## config.mk

```make
export PLATFORM = sky130hd
export DESIGN_NAME = pe_seq_ctrl
export DESIGN_NICKNAME = d
export VERILOG_FILES = /design/src/rtl/pe_ctrl_pkg.sv /design/src/rtl/pe_stream_mux.sv /design/src/rtl/pe_seq_ctrl.sv
export SDC_FILE = /design/constraint.sdc
export NUM_CORES = 1
export LEC_CHECK = 0
export ABC_AREA = 1
export BUFFER_PORTS_ARGS = -buffer_cell sky130_fd_sc_hd__buf_2
export CELL_PAD_IN_SITES_DETAIL_PLACEMENT = 0
export CELL_PAD_IN_SITES_GLOBAL_PLACEMENT = 1
export CORE_MARGIN = 4
export CORE_UTILIZATION = 37
export DETAILED_ROUTE_END_ITERATION = 16
export PLACE_DENSITY_LB_ADDON = 0.1
export SETUP_SLACK_MARGIN = 0.5
export SLEW_MARGIN = 25
export SYNTH_ARGS = -nofsm -noshare
export SYNTH_HDL_FRONTEND = slang
export SYNTH_SLANG_ARGS = --single-unit
export TNS_END_PERCENT = 10
```

## constraint.sdc

```tcl
create_clock -name clk -period 3.9 [get_ports clk]
set_input_delay 0.78 -clock clk [delete_from_list [all_inputs] [get_ports clk]]
set_output_delay 0.78 -clock clk [all_outputs]
set_load 0.02 [all_outputs]
```

## src/rtl/pe_ctrl_pkg.sv

```systemverilog
// pe_ctrl_pkg: shared types for the PE sequencing controller.
// State encoding, load-phase select and the MAC wait timeout default.
package pe_ctrl_pkg;

    localparam int MAC_TIMEOUT_DEF = 1024;

    typedef enum logic [3:0] {
        ST_IDLE      = 4'd0,
        ST_CFG       = 4'd1,
        ST_W_START   = 4'd2,
        ST_W_LOAD    = 4'd3,
        ST_F_START   = 4'd4,
        ST_F_LOAD    = 4'd5,
        ST_MAC_WAIT  = 4'd6,
        ST_P_START   = 4'd7,
        ST_P_LOAD    = 4'd8,
        ST_OUT_START = 4'd9,
        ST_OUT_WAIT  = 4'd10,
        ST_DONE      = 4'd11
    } state_t;

    typedef enum logic [1:0] {
        SEL_NONE = 2'd0,
        SEL_W    = 2'd1,
        SEL_F    = 2'd2,
        SEL_P    = 2'd3
    } sel_t;

endpackage

```

## src/rtl/pe_stream_mux.sv

```systemverilog
// pe_stream_mux: routes the shared source stream onto one PE input
// and counts the words of the current load phase.
module pe_stream_mux
    import pe_ctrl_pkg::*;
#(
    parameter int DATA_WIDTH = 16,
    parameter int CNT_WIDTH  = 8
) (
    input  logic                  clk,
    input  logic                  rst,
    input  sel_t                  sel,
    input  logic                  clear,
    input  logic                  abort,
    input  logic [CNT_WIDTH-1:0]  target,
    input  logic [DATA_WIDTH-1:0] src_data,
    input  logic                  src_valid,
    input  logic                  fifo_full_filter,
    input  logic                  fifo_full_fmap,
    output logic                  src_ready,
    output logic [DATA_WIDTH-1:0] weight_in,
    output logic                  weight_in_en,
    output logic [DATA_WIDTH-1:0] feature_in,
    output logic                  feature_in_en,
    output logic [DATA_WIDTH-1:0] psum_in,
    output logic                  psum_in_en,
    output logic                  last
);

    logic [CNT_WIDTH-1:0] cnt;
    logic                 xfer;

    // Handshake routing; the phase completes on the transfer of its final word.
    always_comb begin
        src_ready = 1'b0;
        unique case (sel)
            SEL_W:   src_ready = !fifo_full_filter;
            SEL_F:   src_ready = !fifo_full_fmap;
            SEL_P:   src_ready = 1'b1;
            default: src_ready = 1'b0;
        endcase
        if (abort) src_ready = 1'b0;
        xfer          = src_valid && src_ready;
        weight_in_en  = xfer && (sel == SEL_W);
        feature_in_en = xfer && (sel == SEL_F);
        psum_in_en    = xfer && (sel == SEL_P);
        weight_in     = (sel == SEL_W) ? src_data : '0;
        feature_in    = (sel == SEL_F) ? src_data : '0;
        psum_in       = (sel == SEL_P) ? src_data : '0;
        last          = xfer && (cnt == target - CNT_WIDTH'(1));
    end

    // Word counter, restarted by each START state.
    always_ff @(posedge clk or posedge rst) begin
        if (rst)       cnt <= '0;
        else if (clear) cnt <= '0;
        else if (xfer)  cnt <= cnt + CNT_WIDTH'(1);
    end

endmodule

```

## src/rtl/pe_seq_ctrl.sv

```systemverilog
// pe_seq_ctrl: per-PE job sequencer driving config, load, MAC and
// psum-out phases from one job descriptor.
module pe_seq_ctrl
    import pe_ctrl_pkg::*;
#(
    parameter int DATA_WIDTH  = 16,
    parameter int CNT_WIDTH   = 8,
    parameter int MAC_TIMEOUT = MAC_TIMEOUT_DEF
) (
    input  logic                  clk,
    input  logic                  rst,
    input  logic                  job_start,
    input  logic [CNT_WIDTH-1:0]  n_weight,
    input  logic [CNT_WIDTH-1:0]  n_fmap,
    input  logic [CNT_WIDTH-1:0]  n_psum,
    input  logic                  full_col,
    input  logic                  abort,
    input  logic [DATA_WIDTH-1:0] src_data,
    input  logic                  src_valid,
    output logic                  src_ready,
    output logic                  start_config,
    output logic                  start_weight_load,
    output logic                  start_feature_load,
    output logic                  start_psum_in_load,
    output logic                  start_psum_out,
    output logic                  load_full_cloumn,
    output logic [DATA_WIDTH-1:0] weight_in,
    output logic                  weight_in_en,
    output logic [DATA_WIDTH-1:0] feature_in,
    output logic                  feature_in_en,
    output logic [DATA_WIDTH-1:0] psum_in,
    output logic                  psum_in_en,
    input  logic                  fifo_full_fmap,
    input  logic                  fifo_full_filter,
    input  logic                  mac_finish,
    input  logic                  psum_out_valid,
    output logic                  busy,
    output logic                  job_done,
    output logic                  timeout_err
);

    localparam int TW = $clog2(MAC_TIMEOUT + 1);

    state_t               state, nxt, after_w, after_mac;
    sel_t                 sel;
    logic [CNT_WIDTH-1:0] nw_q, nf_q, np_q, target;
    logic                 fc_q, accept, tmo_hit, tmo_at, in_wait;
    logic                 last, clear;
    logic [TW-1:0]        tcnt;

    assign after_mac = (np_q != '0) ? ST_P_START : ST_OUT_START;
    assign after_w   = (nf_q != '0) ? ST_F_START : after_mac;
    assign accept    = (state == ST_IDLE) && job_start && !abort;
    assign in_wait   = (state == ST_MAC_WAIT) || (state == ST_OUT_WAIT);
    assign tmo_at    = (tcnt == TW'(MAC_TIMEOUT - 1));

    assign busy             = (state != ST_IDLE);
    assign job_done         = (state == ST_DONE);
    assign load_full_cloumn = busy && fc_q;

    // State register.
    always_ff @(posedge clk or posedge rst) begin
        if (rst) state <= ST_IDLE;
        else     state <= nxt;
    end

    // Descriptor latch, taken only when a job is accepted.
    always_ff @(posedge clk or posedge rst) begin
        if (rst) begin
            nw_q <= '0;
            nf_q <= '0;
            np_q <= '0;
            fc_q <= 1'b0;
        end else if (accept) begin
            nw_q <= n_weight;
            nf_q <= n_fmap;
            np_q <= n_psum;
            fc_q <= full_col;
        end
    end

    // Cycle counter for the two wait states; idle elsewhere.
    always_ff @(posedge clk or posedge rst) begin
        if (rst)          tcnt <= '0;
        else if (!in_wait) tcnt <= '0;
        else              tcnt <= tcnt + TW'(1);
    end

    // Sticky timeout flag, cleared by the next accepted job.
    always_ff @(posedge clk or posedge rst) begin
        if (rst)         timeout_err <= 1'b0;
        else if (accept)  timeout_err <= 1'b0;
        else if (tmo_hit) timeout_err <= 1'b1;
    end

    // Load-phase select; kept apart from next-state to avoid a loop through last.
    always_comb begin
        sel    = SEL_NONE;
        target = '0;
        clear  = 1'b0;
        unique case (state)
            ST_W_START, ST_F_START, ST_P_START: clear = 1'b1;
            ST_W_LOAD: begin sel = SEL_W; target = nw_q; end
            ST_F_LOAD: begin sel = SEL_F; target = nf_q; end
            ST_P_LOAD: begin sel = SEL_P; target = np_q; end
            default: ;
        endcase
    end

    // Next-state and start pulses; abort overrides everything.
    always_comb begin
        nxt                = state;
        tmo_hit            = 1'b0;
        start_config       = 1'b0;
        start_weight_load  = 1'b0;
        start_feature_load = 1'b0;
        start_psum_in_load = 1'b0;
        start_psum_out     = 1'b0;
        unique case (state)
            ST_IDLE:   if (job_start) nxt = ST_CFG;
            ST_CFG: begin
                start_config = 1'b1;
                nxt = (nw_q != '0) ? ST_W_START : after_w;
            end
            ST_W_START: begin
                start_weight_load = 1'b1;
                nxt = ST_W_LOAD;
            end
            ST_W_LOAD: if (last) nxt = after_w;
            ST_F_START: begin
                start_feature_load = 1'b1;
                nxt = ST_F_LOAD;
            end
            ST_F_LOAD: if (last) nxt = ST_MAC_WAIT;
            ST_MAC_WAIT: begin
                if (mac_finish) nxt = after_mac;
                else if (tmo_at) begin
                    nxt = ST_DONE;
                    tmo_hit = 1'b1;
                end
            end
            ST_P_START: begin
                start_psum_in_load = 1'b1;
                nxt = ST_P_LOAD;
            end
            ST_P_LOAD: if (last) nxt = ST_OUT_START;
            ST_OUT_START: begin
                start_psum_out = 1'b1;
                nxt = ST_OUT_WAIT;
            end
            ST_OUT_WAIT: begin
                if (psum_out_valid) nxt = ST_DONE;
                else if (tmo_at) begin
                    nxt = ST_DONE;
                    tmo_hit = 1'b1;
                end
            end
            ST_DONE: nxt = ST_IDLE;
            default: nxt = ST_IDLE;
        endcase
        if (abort) begin
            nxt = ST_IDLE;
            tmo_hit = 1'b0;
        end
    end

    pe_stream_mux #(
        .DATA_WIDTH (DATA_WIDTH),
        .CNT_WIDTH  (CNT_WIDTH)
    ) u_mux (
        .clk              (clk),
        .rst              (rst),
        .sel              (sel),
        .clear            (clear),
        .abort            (abort),
        .target           (target),
        .src_data         (src_data),
        .src_valid        (src_valid),
        .fifo_full_filter (fifo_full_filter),
        .fifo_full_fmap   (fifo_full_fmap),
        .src_ready        (src_ready),
        .weight_in        (weight_in),
        .weight_in_en     (weight_in_en),
        .feature_in       (feature_in),
        .feature_in_en    (feature_in_en),
        .psum_in          (psum_in),
        .psum_in_en       (psum_in_en),
        .last             (last)
    );

endmodule

```

# Word level (Yosys, flattened, before mapping)
# Cells that the tools add are included.
op_classes:
  n_div: 0
  reduce_logical: 21
  n_mul: 0
  muxes: 35
  eq_ne: 20
  shift: 0
  n_lt_le_gt_ge: 0
  bitwise: 0
  n_addsub: 3
ops:
  columns: ["operator", "count"]
  rows:
  - ["$mux W16", 3]
  - ["$mux W4", 11]
  - ["$pmux W4 S11", 1]
  - ["$pmux W8 S3", 1]
  - ["$reduce_bool A8 Y1", 3]
  - ["$eq A4 B3 Y1 const B", 4]
  - ["$eq A4 B4 Y1 const B", 4]
  - ["$mux W8", 2]
  - ["$mux W1", 13]
  - ["$ne A3 B3 Y1 const B", 4]
  - ["$add A11 B1 Y11 const B", 1]
  - ["$eq A11 B10 Y1 const B", 1]
  - ["$mux W11", 1]
  - ["$add A8 B1 Y8 const B", 1]
  - ["$eq A4 B2 Y1 const B", 2]
  - ["$eq A8 B8 Y1", 1]
  - ["$logic_and A1 B1 Y1", 8]
  - ["$sub A8 B1 Y8 const B", 1]
  - ["$pmux W2 S3", 1]
  - ["$eq A2 B2 Y1 const B", 2]
  - ["$eq A4 B1 Y1 const B", 1]
  - ["$logic_not A4 Y1", 1]
  - ["$reduce_and A4 Y1", 1]
  - ["$reduce_bool A2 Y1", 2]
  - ["7 further kinds", 9]
totals:
  out_inout_bits: 61
  ram_bits: 0
  register_bits: 49
  n_memories: 0
  rom_bits: 0
  latchBits: 0

# Logic depth before layout (Yosys ltp)
logic_depth:
  word_depth: 10
  mapped_depth: 19
  ltp_nobuf: 18

# Hierarchy
# A second synthesis with hierarchy kept.
unflattened:
  hier_cells: 507
  hier_area_um2: 3334.4
modules_own_cells:
  columns: ["mod", "area_each_um2", "cells_per_inst", "n_inst"]
  rows:
  - ["pe_seq_ctrl", 2287.2, 307, 1]
  - ["pe_stream_mux", 1047.3, 200, 1]

# Worst setup path after synthesis
# OpenSTA, ideal clock, no wires.
synth_timing:
  kind: "input to output"
  startpoint: "input fifo_full_filter"
  endpoint: "output feature_in_en"
  n_path_buf: 0
  cell_stages: 5
  slack_ns: 1.443
  arrival_time_ns: 1.677
  cell_sequence: "inv_1 > nand3_1 > a31oi_4 > nand2_4 > nor2_1"
synth_via:
  elab_chain_cells: 5
synth_lines:
  columns: ["item", "line", "text"]
  rows:
  - ["from (decl)", "pe_seq_ctrl.sv:34", "input logic fifo_full_filter,"]
  - ["$logic_not A1 Y1", "pe_stream_mux.sv:36", "SEL_W: src_ready = !fifo_full_filter;"]
  - ["$pmux W1 S3", "pe_stream_mux.sv:35", "unique case (sel)"]
  - ["$mux W1", "pe_stream_mux.sv:41", "if (abort) src_ready = 1'b0;"]
  - ["via src_ready", "pe_seq_ctrl.sv:20", "output logic src_ready,"]
  - ["$logic_and A1 B1 Y1", "pe_stream_mux.sv:42", "xfer = src_valid && src_ready;"]
  - ["$logic_and A1 B1 Y1", "pe_stream_mux.sv:44", "feature_in_en = xfer && (sel == SEL_F);"]
  - ["to (decl)", "pe_seq_ctrl.sv:30", "output logic feature_in_en,"]
# The timed path passes the listed nets, and every way through them passes these cells.

# Worst setup path after layout
layout_timing:
  startpoint: "register state[3]"
  endpoint: "output psum_in_en"
layout_via:
  elab_chain_cells: 7
  elab_cells_between_ends: 11
  classes_between: "eq/ne (6); mux (3); reduce/logical (2)"
layout_lines:
  columns: ["item", "line", "text"]
  rows:
  - ["from (decl)", "pe_seq_ctrl.sv:44", "state_t state, nxt, after_w, after_mac;"]
  - ["from (signal assigned)", "pe_seq_ctrl.sv:64", "else state <= nxt;"]
  - ["$eq A4 B4 Y1, or another cell as far along", "pe_seq_ctrl.sv:101", "unique case (state)"]
  - ["$pmux W2 S3 *", "pe_seq_ctrl.sv:101", null]
  - ["$eq A2 B2 Y1, or another cell as far along", "pe_stream_mux.sv:35, pe_stream_mux.sv:45", null]
  - ["$pmux W1 S3", "pe_stream_mux.sv:35", null]
  - ["$mux W1", "pe_stream_mux.sv:41", null]
  - ["$logic_and A1 B1 Y1", "pe_stream_mux.sv:42", null]
  - ["$logic_and A1 B1 Y1 *", "pe_stream_mux.sv:45", "psum_in_en = xfer && (sel == SEL_P);"]
  - ["to (decl)", "pe_seq_ctrl.sv:32", "output logic psum_in_en,"]
# Every way passes the cells marked *; elsewhere a longest branch is shown, timed or not.

==> metrics <==
gpl congestion=around 0.9; met2 wire length=roughly 4700 um; PwrDens=459 nW/um^2; Cell Area, Synth=approximately 3400 sq um; most frequent cells in the layout=nand2_1, buf_2, nor2_1; post-synth top area share=36.3%; dpl hpwl=a little over 8000 um; Routed wire per std cell=13.5 um; Crit. Startpoint=state[3]$_DFFE_PP0P_; Setup Skew=0.00770 ns; CTS H-tree depth=2; unrepaired setup endpoints after global routing=no; fill count=~920; root buf cell=clkbuf_8; Initial Util=38.4%; Hold EP=tcnt[0]$_DFF_PP0_; Setup TNS=0 ns; clock buffer count from CTS=5; DR vias=3587; leak pwr=~2.4 nW; worst slew pin tran=~0.66 ns; Seq cells post-synth=49; clk_lat worst skew=0.31 ns; WL final=10100 um; clk buf depth=2; hold_ws=approximately 0.48 ns; top sig layer=met4; M1 WL=4480 um; diodes inserted=0; Final Hold Fails=0; Unique masters post-synth=31; Post-Syn Area per Cell=6.39 sq um; Via-to-Cell Ratio=4.81; critical path endpoint category=output pin; WS Path Type=reg -> out; achievable clock frequency=340 MHz; Final ANT Viol Nets=0; First-pass DRT Iterations=5; I/O pin count=between 100 and 150; r2r startpoint=state[0]$_DFFE_PP0P_; status=complete, no violations; fin crit share=75.4%; IO Port Bufs=110; initial antenna violation count=0; CTS sink cnt=49; critical path arrival=2.16 ns; Worst Hold Launch=tcnt[0]$_DFF_PP0_; fin crit period=2.94 ns; Max Cap Viol=0; reg2reg setup slack=~0.99 ns; Hold Buf Count CTS=0; Critical Path Fanout Max=18; GR Util All Layers=19.0%; postcts setup bufs=0; Initial DRC Count=165; CTS tree=built; hold depth=1; grt ovf=0; Post-synth EDFFs=0; row count=34; max-slew violation count=0; Synth area leader=dfrtp_1; Required @ worst endpoint=3.12 ns; Slew HR=55.4%; Final Net Count=690; share of cells above drive strength 1=22.6%; PostCTS Resize Cnt=0; die area=about 11000 sq um; vias in the first global route=3484; r2r worst-path depth=17; asr flop ratio synth=100%; first-pass GRT wire length=16900 um; FF-to-FF End=state[0]$_DFFE_PP0P_; core area=8810 sq um; most common cell after layout, fill and taps aside=nand2_1; Total Power=around 1.9 mW; peak supply drop=234 uV; Post-Syn Instances=529; metal3 WL=637 um; Die W=104 um; sequential fraction of the synthesis area=36.3%; pin count of the biggest net entering global routing=50; YS warnings=0; crit start category=register; clock-pin transition on the worst setup and hold timing paths=0.10 ns; die span in y=about 100 um; largest cells by area after synthesis=dfrtp_1, nand2_1, nor2_1, nand3_1, inv_1; final setup fails=0; P&R area growth vs syn=21.9%; Top FF cell, synth=dfrtp_1; worst min-delay path category=reg -> reg; Post-Syn Nets=582; # DRC=0
[state kept, by name (all words and copies together) (netlist names)]
register	flops
tcnt	11
nf_q	8
np_q	8
nw_q	8
u_mux.cnt	8
state	4
fc_q	1
timeout_err	1
[worst max path at each step]
stage	to
2_1_floorplan	feature_in_en
3_3_place_gp	state[0]$_DFFE_PP0P_
3_5_place_dp	state[0]$_DFFE_PP0P_
4_1_cts	psum_in_en
5_1_grt	state[2]$_DFFE_PP0P_
6_report	psum_in_en
[cells by family after synthesis]
| kind of cell | count (synthesis) | share of synthesized area, % |
|---|---|---|
| compound gates | 45 | 7.77 |
| xor+xnor | 4 | 1.04 |
| fa+ha+maj | 3 | 1.11 |
| buf+inv | 88 | 10.2 |
| flops | 49 | 36.3 |
| simple gates | 340 | 43.6 |
[worst max-delay path, cell delays in order, from the launching register on]
cell and delay, ns:
dfrtp_1 0.51, inv_2 0.09, nor2_4 0.24, nand2_4 0.21, a31oi_4 0.27, nand2_4 0.12, inv_1 0.13, nand2_1 0.07
inv_1 0.06, buf_2 0.15
[metrics by stage]
stage | instance area, sq um | util [%] | setup WS (ns) | cells
finish | 4120 | 46.8 | 0.958 | 746
global route | 4120 | 46.8 | 0.591 | 746
CTS | 4120 | 46.8 | 0.927 | 746
detailed placement | 4030 | 45.7 | 1.08 | 738
global placement | 4020 | 45.7 | 1.16 | 738
floorplan | 3380 | - | 1.44 | 529
[per-layer routing]
metal / track usage, % / up-vias
met2: 31.8 / 130
met1: 24.3 / 1568
met4: 7.22 / 0
met5: 0 / -
met3: 3.79 / 22
li1: - / 1867
[synth_stat cells (all sizes together) (4+ instances only)]
cell / n
a21oi: 15
buf: 4
clkbuf: 6
dfrtp: 49
inv: 76
nand2: 144
nand3: 59
nand4: 4
nor2: 117
nor3: 9
nor3b: 4
o211ai: 5
o21ai: 20
xor2: 4
[where the power goes]
part	switching, mW	internal, mW	total (mW)
clock	0.194	0.135	0.329
sequential	0.136	0.659	0.795
combinational	0.521	0.249	0.770
total	0.852	1.04	1.89
[final cells by class]
| type | count | area [sq um] | area share [%] |
|---|---|---|---|
| timing repair buffer | 111 | 558 | 13.5 |
| inverter | 78 | 295 | 7.16 |
| clock buffer | 5 | 68.8 | 1.67 |
| clock inverter | 3 | 28.8 | 0.698 |
| tap | 108 | 135 | 3.28 |
| multi-input combinational | 392 | 1810 | 43.9 |
| sequential | 49 | 1230 | 29.7 |
Power figures use the tool's default switching activity.
